### src/rtl/adc_multi_capture.sv
// AD7606-family parallel-mode capture: timed conversions, N-channel frame reads into an FWFT FIFO,
// output as a channel-tagged valid/ready sample stream with overflow/overrun/timeout reporting.
module adc_multi_capture #(
  parameter int NUM_CH     = 8,
  parameter int DATA_W     = 16,
  parameter int FIFO_DEPTH = 64,
  parameter int RST_CYC    = 8,
  parameter int CONV_CYC   = 4,
  parameter int RD_LO_CYC  = 3,
  parameter int RD_HI_CYC  = 2,
  parameter int BUSY_TO    = 1024
) (
  input  logic              sys_clk,
  input  logic              rst_n,
  input  logic              enable,
  input  logic [23:0]       sample_period,
  input  logic [4:0]        ch_count,
  output logic              adc_reset,
  output logic              adc_convst,
  input  logic              adc_busy,
  output logic              adc_cs_n,
  output logic              adc_rd_n,
  input  logic [DATA_W-1:0] adc_data,
  output logic [DATA_W-1:0] m_data,
  output logic [3:0]        m_ch,
  output logic              m_last,
  output logic              m_valid,
  input  logic              m_ready,
  output logic              overflow,
  output logic              overrun,
  output logic              timeout_err,
  input  logic              err_clr,
  output logic [15:0]       frame_cnt
);

  localparam int AW     = $clog2(FIFO_DEPTH);
  localparam int RD_CYC = RD_LO_CYC + RD_HI_CYC;
  localparam int CNT_W  = $clog2(RST_CYC + CONV_CYC + BUSY_TO + RD_CYC + 1);
  localparam int EW     = DATA_W + 5;

  typedef enum logic [2:0] {
    S_RST_ADC = 3'd0,
    S_IDLE    = 3'd1,
    S_CONV    = 3'd2,
    S_WAIT_HI = 3'd3,
    S_WAIT_LO = 3'd4,
    S_READ    = 3'd5
  } state_t;

  state_t           state_q, state_d;
  logic [CNT_W-1:0] cnt_q, cnt_d;
  logic [3:0]       word_q, word_d;
  logic [4:0]       n_q, n_d;
  logic [23:0]      tmr_q;
  logic [23:0]      period_eff;
  logic [4:0]       n_eff;
  logic             tick;
  logic             space_ok;
  logic             word_last;
  logic             push, pop;
  logic             set_ovf, set_to, set_ovr, frame_done;
  logic [AW:0]      wptr_q, rptr_q, fifo_cnt;
  logic [EW-1:0]    mem [FIFO_DEPTH];
  logic [EW-1:0]    rd_word;

  // Sample timer: a period of 0 behaves as 1; disabling parks the count at 0.
  assign period_eff = (sample_period == 24'd0) ? 24'd1 : sample_period;
  assign tick       = enable && (tmr_q >= period_eff - 24'd1);

  always_ff @(posedge sys_clk or negedge rst_n) begin
    if (!rst_n)               tmr_q <= '0;
    else if (!enable || tick) tmr_q <= '0;
    else                      tmr_q <= tmr_q + 24'd1;
  end

  always_comb begin
    n_eff = ch_count;
    if (ch_count == 5'd0 || ch_count > 5'(NUM_CH)) n_eff = 5'(NUM_CH);
  end

  // Whole-frame space check: once a frame starts, every one of its pushes is guaranteed room.
  assign space_ok  = (int'(fifo_cnt) + int'(n_eff)) <= FIFO_DEPTH;
  assign word_last = ({1'b0, word_q} == (n_q - 5'd1));

  always_ff @(posedge sys_clk or negedge rst_n) begin
    if (!rst_n) begin
      state_q <= S_RST_ADC;
      cnt_q   <= '0;
      word_q  <= '0;
      n_q     <= 5'(NUM_CH);
    end else begin
      state_q <= state_d;
      cnt_q   <= cnt_d;
      word_q  <= word_d;
      n_q     <= n_d;
    end
  end

  always_comb begin
    state_d    = state_q;
    cnt_d      = cnt_q;
    word_d     = word_q;
    n_d        = n_q;
    set_ovf    = 1'b0;
    set_to     = 1'b0;
    frame_done = 1'b0;
    case (state_q)
      S_RST_ADC: begin
        if (cnt_q == CNT_W'(RST_CYC - 1)) begin
          state_d = S_IDLE;
          cnt_d   = '0;
        end else cnt_d = cnt_q + 1'b1;
      end
      S_IDLE: begin
        cnt_d = '0;
        if (tick) begin
          if (space_ok) begin
            state_d = S_CONV;
            n_d     = n_eff;
          end else set_ovf = 1'b1;
        end
      end
      S_CONV: begin
        if (cnt_q == CNT_W'(CONV_CYC - 1)) begin
          state_d = S_WAIT_HI;
          cnt_d   = '0;
        end else cnt_d = cnt_q + 1'b1;
      end
      S_WAIT_HI: begin
        if (adc_busy) begin
          state_d = S_WAIT_LO;
          cnt_d   = '0;
        end else if (cnt_q == CNT_W'(BUSY_TO - 1)) begin
          state_d = S_IDLE;
          set_to  = 1'b1;
        end else cnt_d = cnt_q + 1'b1;
      end
      S_WAIT_LO: begin
        if (!adc_busy) begin
          state_d = S_READ;
          cnt_d   = '0;
          word_d  = '0;
        end else if (cnt_q == CNT_W'(BUSY_TO - 1)) begin
          state_d = S_IDLE;
          set_to  = 1'b1;
        end else cnt_d = cnt_q + 1'b1;
      end
      S_READ: begin
        if (cnt_q == CNT_W'(RD_CYC - 1)) begin
          cnt_d = '0;
          if (word_last) begin
            state_d    = S_IDLE;
            frame_done = 1'b1;
          end else word_d = word_q + 4'd1;
        end else cnt_d = cnt_q + 1'b1;
      end
      default: state_d = S_RST_ADC;
    endcase
  end

  assign adc_reset  = (state_q == S_RST_ADC);
  assign adc_convst = (state_q != S_CONV);
  assign adc_cs_n   = (state_q != S_READ);
  assign adc_rd_n   = !((state_q == S_READ) && (cnt_q < CNT_W'(RD_LO_CYC)));

  // Data is captured on the final low cycle of each rd_n strobe.
  assign push    = (state_q == S_READ) && (cnt_q == CNT_W'(RD_LO_CYC - 1));
  assign set_ovr = tick && (state_q != S_IDLE);

  // Stream: a sample transfers on every cycle where m_valid && m_ready; m_valid never
  // drops without a transfer, and m_data/m_ch/m_last hold while m_valid && !m_ready.
  assign fifo_cnt = wptr_q - rptr_q;
  assign m_valid  = (fifo_cnt != '0);
  assign pop      = m_valid && m_ready;
  assign rd_word  = mem[rptr_q[AW-1:0]];
  assign m_data   = rd_word[EW-1:5];
  assign m_ch     = rd_word[4:1];
  assign m_last   = rd_word[0];

  always_ff @(posedge sys_clk) begin
    if (push) mem[wptr_q[AW-1:0]] <= {adc_data, word_q, word_last};
  end

  always_ff @(posedge sys_clk or negedge rst_n) begin
    if (!rst_n) begin
      wptr_q      <= '0;
      rptr_q      <= '0;
      overflow    <= 1'b0;
      overrun     <= 1'b0;
      timeout_err <= 1'b0;
      frame_cnt   <= '0;
    end else begin
      if (push) wptr_q <= wptr_q + 1'b1;
      if (pop)  rptr_q <= rptr_q + 1'b1;
      if (set_ovf)      overflow <= 1'b1;
      else if (err_clr) overflow <= 1'b0;
      if (set_ovr)      overrun <= 1'b1;
      else if (err_clr) overrun <= 1'b0;
      if (set_to)       timeout_err <= 1'b1;
      else if (err_clr) timeout_err <= 1'b0;
      if (frame_done) frame_cnt <= frame_cnt + 16'd1;
    end
  end

endmodule

### config.mk
export PLATFORM = sky130hd
export DESIGN_NAME = adc_multi_capture
export DESIGN_NICKNAME = d
export VERILOG_FILES = /design/src/rtl/adc_multi_capture.sv
export SDC_FILE = /design/constraint.sdc
export NUM_CORES = 2
export LEC_CHECK = 0
export ABC_CLOCK_PERIOD_IN_PS = 7150
export BUFFER_PORTS_ARGS = -buffer_cell sky130_fd_sc_hd__buf_2
export CORE_UTILIZATION = 55
export CTS_BUF_LIST = sky130_fd_sc_hd__clkbuf_4
export DETAILED_ROUTE_END_ITERATION = 6
export PLACE_DENSITY = 0.71
export SYNTH_ARGS = -nofsm -noshare
export SYNTH_HDL_FRONTEND = slang
export SYNTH_SLANG_ARGS = --single-unit
### constraint.sdc
create_clock -name sys_clk -period 7.15 [get_ports sys_clk]
set_input_delay 1.0725 -clock sys_clk [delete_from_list [all_inputs] [get_ports sys_clk]]
set_output_delay 1.0725 -clock sys_clk [all_outputs]
set_load 0.01 [all_outputs]
==> impl_metrics.toml <==
[clocking]
clock_latency_ns = 1.22
cts_root_buf = "clkbuf_4"
cts_tree = "built"
clkSlewWorstSetupHoldPaths_ns = 0.07
cts_made_buffers = 366
cts.sinks = 1424
cts_hold_buf = 0
cts_resized = 0
h-tree-depth = 5
cts_buffer_depth = 4
cts_setup_buffers = 0

[power_and_ir_drop]
p_leak_nw = 21.0
p_per_area_nw_per_um2 = 349
irDropWorstVdd_mv = 0.250
total_power_w = 0.0222

[synth]
yosysTopAreaCellShare_pct = 71.3
synth_ff_type = "edfxtp_1"
syn_inst = 2569
synth-edff-count = 1344
syn_area_sq_um = 56600
yosysTopAreaCell = "edfxtp_1"
synthXorXnorAreaFrac_pct = 1.28
async_flop_share_pct = 5.62
yosysSeqAreaShare_pct = 74.8
ys_top_cells_by_count = "1,344 x edfxtp_1, 441 x mux4_2, 117 x nor2_1"
synth-compound-area-share_pct = 1.31
synthTopCellsByArea = "edfxtp_1 71%, mux4_2 18%, dfrtp_1 3.5%"
yosys_warnings = 0
synth_fp_nets = 2667
ys_seq_elements = 1424
synthDistinctLibCells = 66
syn_area_per_cell_sq_um = 22.0
synth_most_common_cell = "edfxtp_1"
yosys.area_share.simple_pct = 2.69
synthMuxAreaShare_pct = 17.7
synth_adder_area_share_pct = 1.06
synth_top_family_by_area = "multiplexers"

[placed_design]
gp_congestion = 0.807
dp_hpwl_mm = 72.2
io_buffers = 95
post-place-ws_ns = 1.19
place_inst = 3996

[worst_setup_path]
cp-start-kind = "flip-flop"
crit_arrival_ns = 4.66
cpMaxStageDelayCell = "dfrtp_4"
r2r_slack_ns = 2.72
reg2reg_from = "rptr_q[1]$_DFFE_PN0P_"
ff2ff_path_depth = 12
crit_required_ns = 6.08
cp-end-kind = "output pin"
slowest_delay_ns = 0.91
cpMostUsedCell = "mux4_2"
critPathMaxFanout = 32
r2r_end = "n_q[2]$_DFFE_PN0P_"
cp_cell_sequence = "buf_4, mux4_2, mux4_2, mux4_2, buf_2"
path_class = "flip-flop to output pin"

[cells_and_area]
syn_to_final_growth_pct = 12.4
final_nets = 3094
fillerInstances = 7082
drive_gt1_share_pct = 38.6
final_cells = 4625

[sta]
finalHoldViolCount = 0
min_period_ns = 5.74
timing.final.ws_setup_ns = 1.41
finClkSkew_ns = 0.110
drv_slew = 0
post-route-period-util_pct = 80.2
worst-slew-pin-transition_ns = 1.31
maxSlewHeadroom_pct = 12.3
tns_ns = 0
finalSetupViolCount = 0
holdWs_ns = 0.0658
rsz0062_at_grt = "false"
max_freq_mhz = 174

[drt]
drc_errors = 5
via_per_inst = 6.19
num_vias = 28600
ant_nets = 0
wl_per_cell_um = 28.5
drt-total-wl_mm = 132
drtIter0Drc = 3046
first_pass_iters = 7

[outcome]
violations = "DRC"
status = "complete, but fails checks"

[grt]
grt_max_degree = 81
grt_first_pass_wirelength_mm = 193
grt_util_all_layers_pct = 26.2
antenna_found_initial = 18
overflow = 0
grt_pass1_vias = 30100

[die]
dieHeight_um = 323
initial_core_util_pct = 55.6
num_rows = 117
core_area_sq_um = 102000
die_x_um = 323
dieArea_sq_um = 104000
ios = 96

[flow_run]
cap_violations = 0

[hold_path]
hold_class = "input port to asynchronous set/reset pin"
worst max-delay path, delay by kind of cell, from the launching register on:
| kind | cells | cell delay (ns) |
|---|---|---|
| buf+inv | 2 | 0.80 |
| mux | 3 | 1.74 |
| flops | 1 | 0.91 |
registers in the layout, summed over array words and instances, names as in the netlist, 3 cells and up:
register / count
mem: 1344
tmr_q: 24
frame_cnt: 16
cnt_q: 11
rptr_q: 7
wptr_q: 7
n_q: 5
word_q: 4
state_q: 3
worst max path at each step:
stage,startpoint,endpoint,slack [ns],depth (start not counted)
after floorplan,sample_period[11],n_q[0]$_DFFE_PN0P_,2.04,21
after global placement,sample_period[11],tmr_q[9]$_DFF_PN0_,1.43,20
after detailed placement,sample_period[11],tmr_q[3]$_DFF_PN0_,1.19,20
after CTS,rptr_q[0]$_DFFE_PN0P_,m_ch[3],1.27,5
after global routing,rptr_q[0]$_DFFE_PN0P_,m_data[6],1.21,5
final,rptr_q[0]$_DFFE_PN0P_,m_ch[3],1.41,5
layer usage:
metal	up-vias	global-route usage (%)	share of wire, %
li1	11900	-	-
met1	15000	35.6	38
met2	1469	42.4	49
met3	263	5.42	9.7
met4	12	9.56	2.7
met5	-	0	0.058
through the flow:
stage,util [%],cell area (sq um)
2_1_floorplan,-,56600
3_3_place_gp,58.1,59200
3_5_place_dp,58.1,59200
4_1_cts,62.4,63600
5_1_grt,62.4,63600
6_report,62.5,63600
report_power, final:
| group | switching, W | total [W] | internal, W |
|---|---|---|---|
| Sequential | 0.000313 | 0.00952 | 0.00921 |
| Combinational | 0.00319 | 0.00608 | 0.00289 |
| Clock | 0.00312 | 0.00661 | 0.00348 |
kinds of logic after synthesis:
logic type               after synthesis
flip-flops                          1424
multiplexers                         447
AND/OR/NAND/NOR                      309
buffers and inverters                148
AO/OA/AOI/OAI                        110
XOR/XNOR                              83
adder cells (fa/ha/maj)               47
other                                  1
cell type report:
type                    count  area [sq um]  share of cell area [%]
repair buffers            178          1200                    1.89
inverters                  29           114                   0.179
diodes                     14          35.0                  0.0550
clock inverters            93           497                   0.780
flip-flops and latches   1424         42400                    66.6
multi-input cells         997         13800                    21.7
clock buffers             522          3920                    6.16
well taps                1368          1710                    2.69
cell usage in the layout, fill, tap and decap left out, types with 5 or more instances in the layout:
cell,count
edfxtp_1,1344
clkbuf_4,522
mux4_2,441
buf_2,94
buf_4,76
dfrtp_1,72
clkinv_1,69
nor2_2,59
nor2_1,54
nand2_1,52
xnor2_1,45
ha_1,45
xor2_1,38
o21ai_0,33
inv_1,28
nand3_1,23
a21oi_1,21
nand4_1,21
and3_1,15
diode_2,14
nor3_1,13
clkinv_2,12
nor2b_1,11
a21o_1,10
and2_1,9
nor4_1,8
buf_12,8
nand3b_1,7
mux2_2,6
clkinvlp_4,6
o21a_1,5
and4_1,5
o211ai_1,5
or3_1,5
Note: power is estimated with default switching activity, not from simulation.
